**src/rtl/n_mux_arb.sv**
```systemverilog
// N-input multiplexer with a single registered output stage, selecting a channel
// either by an explicit select input or by round-robin arbitration.
module n_mux_arb #(
    parameter int DATA_WIDTH = 8,
    parameter int NUM_IN     = 4,
    parameter int MODE       = 1,
    localparam int SEL_W     = (NUM_IN > 2) ? $clog2(NUM_IN) : 1
) (
    input  logic                           clk,
    input  logic                           rst,
    input  logic [NUM_IN*DATA_WIDTH-1:0]   data_in,
    input  logic [NUM_IN-1:0]              in_valid,
    output logic [NUM_IN-1:0]              in_ready,
    input  logic [SEL_W-1:0]               sel,
    output logic [DATA_WIDTH-1:0]          data_out,
    output logic [SEL_W-1:0]               out_sel,
    output logic                           out_valid,
    input  logic                           out_ready
);

    logic [DATA_WIDTH-1:0] data_q, data_d;
    logic [SEL_W-1:0]      sel_q, sel_d;
    logic                  valid_q, valid_d;
    logic [SEL_W-1:0]      rr_ptr_q, rr_ptr_d;

    logic                  load;
    logic                  gnt_vld;
    logic [SEL_W-1:0]      gnt_idx;
    logic [SEL_W-1:0]      cand;
    logic [NUM_IN-1:0]     gnt_oh;
    logic [DATA_WIDTH-1:0] mux_data;
    int                    pos;

    assign load = !valid_q || out_ready;

    // Grant: explicit select honours only the selected channel; round-robin takes
    // the first valid channel at or above rr_ptr, wrapping past NUM_IN-1.
    always_comb begin
        gnt_vld = 1'b0;
        gnt_idx = '0;
        cand    = '0;
        pos     = 0;
        if (MODE == 0) begin
            for (int i = 0; i < NUM_IN; i++) begin
                cand = SEL_W'(i);
                if (sel == cand && in_valid[cand]) begin
                    gnt_vld = 1'b1;
                    gnt_idx = cand;
                end
            end
        end else begin
            for (int k = 0; k < NUM_IN; k++) begin
                pos = int'(rr_ptr_q) + k;
                if (pos >= NUM_IN) begin
                    pos = pos - NUM_IN;
                end
                cand = SEL_W'(pos);
                if (!gnt_vld && in_valid[cand]) begin
                    gnt_vld = 1'b1;
                    gnt_idx = cand;
                end
            end
        end
    end

    always_comb begin
        gnt_oh   = '0;
        mux_data = '0;
        for (int i = 0; i < NUM_IN; i++) begin
            if (gnt_vld && gnt_idx == SEL_W'(i)) begin
                gnt_oh[i] = 1'b1;
                mux_data  = data_in[i*DATA_WIDTH +: DATA_WIDTH];
            end
        end
    end

    assign in_ready = (load && !rst) ? gnt_oh : '0;

    always_comb begin
        data_d   = data_q;
        sel_d    = sel_q;
        valid_d  = valid_q;
        rr_ptr_d = rr_ptr_q;
        if (load) begin
            valid_d = gnt_vld;
            if (gnt_vld) begin
                data_d = mux_data;
                sel_d  = gnt_idx;
                if (MODE != 0) begin
                    rr_ptr_d = (gnt_idx == SEL_W'(NUM_IN - 1)) ? '0 : gnt_idx + 1'b1;
                end
            end
        end
    end

    always_ff @(posedge clk or posedge rst) begin
        if (rst) begin
            data_q   <= '0;
            sel_q    <= '0;
            valid_q  <= 1'b0;
            rr_ptr_q <= '0;
        end else begin
            data_q   <= data_d;
            sel_q    <= sel_d;
            valid_q  <= valid_d;
            rr_ptr_q <= rr_ptr_d;
        end
    end

    assign data_out  = data_q;
    assign out_sel   = sel_q;
    assign out_valid = valid_q;

endmodule

```
**config.mk**
```make
export PLATFORM = sky130hd
export DESIGN_NAME = n_mux_arb
export DESIGN_NICKNAME = d
export VERILOG_FILES = /design/src/rtl/n_mux_arb.sv
export SDC_FILE = /design/constraint.sdc
export NUM_CORES = 1
export LEC_CHECK = 0
export ABC_AREA = 1
export CAP_MARGIN = 20
export CORE_ASPECT_RATIO = 1.75
export CORE_MARGIN = 5
export CORE_UTILIZATION = 35
export CTS_BUF_LIST = sky130_fd_sc_hd__clkbuf_4
export CTS_CLUSTER_DIAMETER = 30
export CTS_CLUSTER_SIZE = 30
export DETAILED_ROUTE_END_ITERATION = 16
export PLACE_DENSITY = 0.68
export SLEW_MARGIN = 20
export SYNTH_ARGS = -nofsm -noshare
export SYNTH_HDL_FRONTEND = slang
export SYNTH_SLANG_ARGS = --single-unit
```
**constraint.sdc**
```tcl
create_clock -name clk -period 5.3 [get_ports clk]
set_input_delay 0.53 -clock clk [delete_from_list [all_inputs] [get_ports clk]]
set_output_delay 0.53 -clock clk [all_outputs]
set_load 0.01 [all_outputs]
```
==> impl_results.md <==
* Status: finished clean
* Final-report hold violation count at 0
* Vias in the first global route at 1,306
* First-pass GRT wire length at 5420 µm
* Remaining Overflow, GRT at 0
* Core Area at 0.00379 mm²
* Critical Path AT at about 3.6 ns
* Router iterations before antenna repair at 4
* Seq pwr share at around 14%
* CP endpoint kind: output pin
* Initial DRC count at 28
* # Max-Cap Violations at 0
* Worst Setup Start Kind: input port
* RSZ-0062 raised after global routing: false
* Hold-fix buffers at CTS at 0
* Die width at between 50 and 60 µm
* R2R Setup Slk at roughly 2.4 ns
* PostCTS Resize Cnt at 0
* Initial antenna violation count at 0
* # setup viols final at 0
* Vias at 1,373
* Post-DP HPWL at ~2600 µm
* Wire length per cell at about 10 µm
* Setup TNS at 0 ns
* Synth cell types at 25
* Pint at around 0.63 mW
* Setup ws final at 1.18 ns
* Share of flip-flops with an asynchronous set or reset at between 90% and 100%
* Routed wire length at 3170 µm
* Synth Area in Adders at between 3 and 4%
* Min-delay worst type: reg2reg
* Clock latency at the later pin of the worst-skew pair at about 0.26 ns
* Top-area cell type share of the netlist area at roughly a quarter
* Die span in y at about 92 µm
* Residual DRC at 0
* CP Data Required Time at between 4 and 5 ns
* Boundary pin count at 56
* EDFF count, synth at 0
* Register area share after synthesis at 24.2%
* CTS clock-pin slew for the worst setup and hold paths at ~0.070 ns
* Starting Density at about 36%
* Synth warn at 0
* GRT Total Usage at between 10 and 15%
* Largest net degree at the start of global routing at 31
* Clock root cell: clkbuf_4
* H-Tree Depth at 1
* Number of antenna repair diodes at 0
* Synth-to-layout area growth at 41.0%
* Final net count at roughly 310
* Peak supply drop at roughly 400 µV
* Simple-gate share of the synthesized area at about half
* Via-to-Cell Ratio at 4.36
* Leakage power at about 1 nW
* Avg Cell Area, Syn at between 6 and 7 µm²
* Cell taking the most area after synthesis: dfrtp_1
* Net Switching at between 0.7 and 0.8 mW
* DP Worst Slack at around 1.2 ns
* Clock Power Share at roughly 4.6%
* Crit Path Category: in2out
* Post-Syn Instances at between 200 and 250
* Routed Antenna Nets at 0
* Minimum clock period at slightly above 4 ns
* GPL Wtd Cong at a little under 0.8
* Worst slew margin at 64.8%
* Synth cell count leaders: nand2_1 (85), inv_1 (31), nand3_1 (19)
* Post-synthesis mux area share at 0%
* Crit-path max FO at 30
* Synthesized flop and latch total at 13
* Worst setup path end: in_ready[2]
* Post-CTS setup buffers at 0
* CTS buffer count at 3
* CTS tree: done
* CTS sink count at 13
* Post-synth net total at approximately 270
* Post-Syn Area at roughly 0.0013 mm²
* Count leader, synth: nand2_1
* Least-Margin Pin Slew at roughly 0.53 ns
* Combinational group share of total power at approximately four fifths
* Reg2Reg Depth at 14
* Fraction of synthesized cell area in xor and xnor cells at 0%
* Die footprint at roughly 0.0052 mm²
* Row cnt at 30
* Sw Share at 54.7%
* RR Startpoint: rr_ptr_q[0]
* Power Dens Cells at 728 mW/mm²
* Max Slew Vio Count at 0
* Clock Path Buffers at 2
* Compound-Gate Fraction of Synth Area at roughly 5.7%
* Main combinational cell family by area after synthesis: simple AND/OR/NAND/NOR gates
* CP Launch Point: in_valid[3]
* Synth area leaders: dfrtp_1 (24%), nand2_1 (24%), inv_1 (8.6%)
* Port Buf Inserts at 53
* Fin crit share at between 70% and 80%
* Post-route clock skew at 0.00115 ns
* Worst r2r dst: data_out[5]
* Most used flip-flop cell after synthesis: dfrtp_1
* Max Clk Rate at around 240 MHz
* Layout cells sized above 1 at a little under an eighth
## sequential cells by signal, indices dropped and copies added, names as in the netlist
signal,count
data_out,8
out_sel,2
out_valid,1
rr_ptr_q,2
## critical path, stage by stage
cell and delay (ns):
clkdlybuf4s50_1 0.42, inv_1 0.06, nand2_1 0.05, nand2_1 0.08, nor2_1 0.06, nor2_2 0.24, nand3_4 0.36, nand3_1 0.23
o21ai_2 0.11, inv_2 0.08, ha_1 0.47, nand2_2 0.21, nor2_1 0.13, clkdlybuf4s50_1 0.55
## how the worst min path moves through the flow
stage,start,to,cells after the start
floorplan,rst,data_out[0],1
global placement,data_out[6],data_out[6],2
detailed placement,data_out[5],data_out[5],2
CTS,data_out[5],data_out[5],2
global route,data_out[0],data_out[0],2
finish,data_out[5],data_out[5],2
## cell usage in the layout (no fill, tap or decap)
cell              n
nand2_1          85
o21ai_2           1
clkbuf_4          4
o211ai_1          1
nand2_2          10
ha_1              4
nand3_1          19
o21ai_0           1
nor2_2            1
inv_2             2
and2_4            1
inv_8             1
nand2_4           1
o21ai_1           2
inv_1            31
nor2_8            1
a21oi_1           9
clkdlybuf4s50_1  53
nand4_1           1
dfrtp_1          13
nor2_1           17
nand3_2           8
nand3_4           1
## through the flow
step           cell area [µm²]  total power [mW]  hold WS, ns  util [%]  instances
2_1_floorplan             1350              1.08        0.415         -        221
3_3_place_gp              1870              1.32        0.462      49.3        311
3_5_place_dp              1870              1.33        0.466      49.3        311
4_1_cts                   1900              1.40        0.486      50.1        315
5_1_grt                   1900              1.57        0.516      50.1        315
6_report                  1900              1.38        0.485      50.1        315
## cell type report
type / instances / area (µm²)
fillers: 403 / 1890
multi-input cells: 163 / 817
repair buffers: 53 / 531
flip-flops and latches: 13 / 325
inverters: 34 / 135
well taps: 48 / 60.1
clock buffers: 4 / 30.0
## cell families (layout without fill, tap and decap cells)
logic type,count (synthesis),after routing
simple gates,145,145
buf+inv,45,91
fa+ha+maj,4,4
compound gates,14,14
flops,13,13
## power by group through the flow
stage	logic, mW	registers [mW]	clock network (mW)
final	1.13	0.193	0.0635
after global routing	1.30	0.199	0.0688
after CTS	1.14	0.194	0.0654
after detailed placement	1.13	0.196	0
after global placement	1.12	0.195	0
after floorplan	0.881	0.198	0
## routing by layer
metal	global-route usage (%)	part of all wire, %	wire [µm]
met4	4.06	1.1	36
met1	14.5	42	1320
met5	0	0	0
met2	22.3	51	1630
met3	2.11	5.8	183
(Power assumes the default switching activity.)
==> patch 1, RTL diff (config.mk and constraints unchanged) <==
Change the parameter `MODE` from 1 to 0.
--- a/src/rtl/n_mux_arb.sv
+++ b/src/rtl/n_mux_arb.sv
@@ -3,7 +3,7 @@
 module n_mux_arb #(
     parameter int DATA_WIDTH = 8,
     parameter int NUM_IN     = 4,
-    parameter int MODE       = 1,
+    parameter int MODE       = 0,
     localparam int SEL_W     = (NUM_IN > 2) ? $clog2(NUM_IN) : 1
 ) (
     input  logic                           clk,
Function: changed (a bounded check fails within 4 cycles, from zero or initial values and one cycle with rst high).
==> patch 1 against the original RTL <==
- synthesized area is 37% lower
- final cell count shrank 40%
- critical path type unchanged
- count of clock-buffer cells in the layout is the same
- die area decreased by 32%
- routed wire length down 18%
- non-clock buffer count up 2
- worst setup slack better by 0.93 ns
- cell area shrank 26%
- sequential cell count down 2
- maximum frequency increased by 29%
- core utilization grew 11 points
Power is left out: it rests on default switching activity, and per cell area and clock period it moved more than threefold.
==> patch 1: results (changes against the original RTL) <==
GLOBAL ROUTING
----------------------------------------------------------------------
Largest net degree at the start of global routing                   21   was 31
Global routing met2 resource utilization                         0.268   was 0.223
Total global-route track usage                                   0.156   was 0.124
Number of global-route vias before repair                        1,002   was 1,306
Met3 Usage GRT                                                  0.0120   was 0.0211

ROUTING
----------------------------------------------------------------------
M1 WL                                                           924 µm   was 1.32 mm
Met3 Routed Length                                              207 µm   was 183 µm
Met2 WL                                                        1.44 mm   was 1.63 mm
Routed vias                                                        984   was 1,373
First-iteration detailed-routing DRC count                          51   was 28

WORST SETUP PATH
----------------------------------------------------------------------
Critical Path AT                                               2.66 ns   was 3.59 ns
Reg-to-reg critical path endpoint                          data_out[2]   was data_out[5]
Worst R2R Path Depth                                                 6   was 14
CP Launch Point                                                 sel[1]   was in_valid[3]

STA
----------------------------------------------------------------------
Transition time of the tightest slew-check pin                0.806 ns   was 0.529 ns
Worst Clk Skew                                              0.00269 ns   was 0.00115 ns
Maximum clock rate                                           0.313 GHz   was 0.243 GHz

LAYOUT
----------------------------------------------------------------------
Non-clock inverters                                                  5   was 34
Multi-input gate share of total cell area                        0.356   was 0.430
ClkCell Share                                                   0.0214   was 0.0158
Count of plain and timing-repair buffers                            55   was 53
Multi-input combinational cell count                                88   was 163
Non-clk buf share                                                0.391   was 0.279
Nets                                                               205   was 313
Post-route insts no fill                                           188   was 315
Sequential cell area share                                       0.196   was 0.171

PLACED DESIGN
----------------------------------------------------------------------
Setup slack after placement                                    2.14 ns   was 1.18 ns
# placed instances                                                 184   was 311
Input/output buffers                                                55   was 53

YOSYS
----------------------------------------------------------------------
Cell types with the largest area share after synthesis    sky130_fd_sc_hd__dfrtp_1 32%, sky130_fd_sc_hd__nand4_1 24%, sky130_fd_sc_hd__nand2_1 15%   was sky130_fd_sc_hd__dfrtp_1 24%, sky130_fd_sc_hd__nand2_1 24%, sky130_fd_sc_hd__inv_1 8.6%
Synthesized instance count                                         112   was 221
Net Count, Synth                                                   153   was 266
Unique cell type count in the Yosys netlist                         14   was 25
Adder and majority gate portion of the synthesized area              0   was 0.0372
Complex-gate fraction of the synthesized area                   0.0192   was 0.0567

RUN STATUS
----------------------------------------------------------------------
Run status                                                finished, final reports clean   unchanged

WORST HOLD PATH
----------------------------------------------------------------------
Hold wc startpoint                                         data_out[3]   was data_out[5]

patch 1: through the flow:
stage | cell area, µm² | util
6_report | 1410 | 0.611
3_3_place_gp | 1380 | 0.598
2_1_floorplan | 847 | -
5_1_grt | 1410 | 0.611
3_5_place_dp | 1380 | 0.598
4_1_cts | 1410 | 0.611
patch 1: worst max-delay path: stages:
cell and delay (ns):
sky130_fd_sc_hd__clkdlybuf4s50_1 0.83, sky130_fd_sc_hd__inv_1 0.44, sky130_fd_sc_hd__nand3_2 0.17, sky130_fd_sc_hd__nor2_1 0.15, sky130_fd_sc_hd__clkdlybuf4s50_1 0.55
patch 1: worst min path at each step:
stage	cells after the start	slack [ns]	to
detailed placement	2	0.47	data_out[3]
global route	2	0.51	data_out[7]
global placement	2	0.46	data_out[0]
finish	2	0.48	data_out[3]
floorplan	1	0.39	data_out[0]
CTS	2	0.48	data_out[3]
==> patch 2, RTL diff (same settings) <==
Without the edit above. Make the reset (`rst`) synchronous in one clocked block.
--- a/src/rtl/n_mux_arb.sv
+++ b/src/rtl/n_mux_arb.sv
@@ -93,7 +93,7 @@
         end
     end
 
-    always_ff @(posedge clk or posedge rst) begin
+    always_ff @(posedge clk) begin
         if (rst) begin
             data_q   <= '0;
             sel_q    <= '0;
Behaviour: differs if rst is asserted again (counterexample within 4 cycles, from zero or initial values and one cycle with rst high); with rst held inactive, the same outputs for 10 cycles.
==> patch 2 against the original RTL <==
- synthesized area is 0.56% lower
- cell area is 0.99% lower
- die area is 0.49% lower
- sequential power is 19% lower
- routed wire length is 8.5% higher
- synthesized cell count is 2.7% higher
- power is 17% lower
- sequential cell count stayed put
- worst setup slack better by 0.27 ns
- global-route usage is 0.48 points higher
- first-iteration DRC count is 29% higher
- critical endpoint unchanged
- sequential share of layout area is 3.3 points lower
==> patch 2: results (changes against the original RTL) <==
PLACED DESIGN
---------------------------------------------------------------------
DP HPWL                                                       2.74 mm   was 2.57 mm

WORST SETUP PATH
---------------------------------------------------------------------
Reg2Reg Setup Slack                                           2.46 ns   was 2.36 ns
Critical Path AT                                              3.32 ns   was 3.59 ns
Reg-to-reg critical path endpoint                         data_out[7]   was data_out[5]
Worst R2R Path Depth                                               16   was 14

WORST HOLD PATH
---------------------------------------------------------------------
Capture endpoint of the worst hold path                   data_out[0]   was data_out[5]
Hold wc startpoint                                        data_out[0]   was data_out[5]

LAYOUT
---------------------------------------------------------------------
Multi-input combinational cell count                              164   was 163
Register area                                                 260 µm²   was 325 µm²
Ratio of cells with drive above 1 in the final layout           0.103   was 0.116
Non-clock inverters                                                38   was 34
Non-clk buf share                                               0.282   was 0.279
Multi-input gate share of total cell area                       0.453   was 0.430
Nets                                                              318   was 313

GLOBAL ROUTING
---------------------------------------------------------------------
Total global-route track usage                                  0.129   was 0.124
Met1 Track Usage GR                                             0.145   about the same
Met3 Usage GRT                                                 0.0225   was 0.0211
Number of global-route vias before repair                       1,304   was 1,306
First-pass GRT wire length                                    5.64 mm   was 5.42 mm
Largest net degree at the start of global routing                  32   was 31

PWR
---------------------------------------------------------------------
Max IR drop VDD                                              0.324 mV   was 0.400 mV
Leakage component of the power                               0.942 nW   was 1.01 nW

ROUTING
---------------------------------------------------------------------
Routed vias/inst                                                 4.45   was 4.36
First-iteration detailed-routing DRC count                         36   was 28
Routed wire length                                            3.44 mm   was 3.17 mm
Met3 Routed Length                                             156 µm   was 183 µm
Met2 WL                                                       1.78 mm   was 1.63 mm

YOSYS
---------------------------------------------------------------------
Cell types with the largest area share after synthesis   sky130_fd_sc_hd__nand2_1 22%, sky130_fd_sc_hd__dfxtp_1 19%, sky130_fd_sc_hd__nand3_1 10%   was sky130_fd_sc_hd__dfrtp_1 24%, sky130_fd_sc_hd__nand2_1 24%, sky130_fd_sc_hd__inv_1 8.6%
Sequential element share of the synthesized area                0.194   was 0.242
Net Count, Synth                                                  272   was 266
Predominant post-synthesis flop cell                     sky130_fd_sc_hd__dfxtp_1   was sky130_fd_sc_hd__dfrtp_1
Most numerous cell types in the synthesized netlist      78 x sky130_fd_sc_hd__nand2_1, 35 x sky130_fd_sc_hd__inv_1, 28 x sky130_fd_sc_hd__nand3_1   was 85 x sky130_fd_sc_hd__nand2_1, 31 x sky130_fd_sc_hd__inv_1, 19 x sky130_fd_sc_hd__nand3_1
Async S/R FF share, synth                                           0   was 1.00

STA
---------------------------------------------------------------------
Transition time of the tightest slew-check pin               0.604 ns   was 0.529 ns

RUN STATUS
---------------------------------------------------------------------
Run status                                               finished, final reports clean   unchanged

[patch 2: cell types whose count changed in the layout (fill, tap and decap cells not counted), moves of 2 or more]
cell	unedited run	this run
sky130_fd_sc_hd__nand2_2	10	3
sky130_fd_sc_hd__inv_1	31	35
sky130_fd_sc_hd__o21ai_1	2	0
sky130_fd_sc_hd__dfxtp_1	0	13
sky130_fd_sc_hd__nand2_1	85	78
sky130_fd_sc_hd__nand3_1	19	28
sky130_fd_sc_hd__nand3_2	8	0
sky130_fd_sc_hd__nand2_4	1	3
sky130_fd_sc_hd__o21ai_0	1	6
sky130_fd_sc_hd__dfrtp_1	13	0
sky130_fd_sc_hd__a21oi_1	9	11
sky130_fd_sc_hd__a21oi_2	0	9
[patch 2: power by group]
part,leakage [nW],internal [mW],switching [mW]
sequential,0.107,0.131,0.0258
clock,0.0184,0.0342,0.0286
combinational,0.816,0.372,0.561
[patch 2: kinds of logic (layout without fill, tap and decap cells)]
family	Yosys count	count (layout)	synth area share
and+or+nand+nor	134	134	0.477
DFF	13	13	0.194
AOI/OAI and AO/OA	26	26	0.122
buffers and inverters	50	95	0.169
adders and majority gates	4	4	0.0374
[patch 2: metrics by stage]
| step | hold WS, ns | std cells | util | cell area (µm²) | setup WS, ns |
|---|---|---|---|---|---|
| global route | 0.494 | 318 | 0.513 | 1880 | 1.25 |
| detailed placement | 0.472 | 314 | 0.505 | 1850 | 1.41 |
| CTS | 0.484 | 318 | 0.513 | 1880 | 1.41 |
| finish | 0.480 | 318 | 0.513 | 1880 | 1.45 |
| floorplan | 0.500 | 227 | - | 1340 | 2.49 |
| global placement | 0.463 | 314 | 0.505 | 1850 | 1.46 |
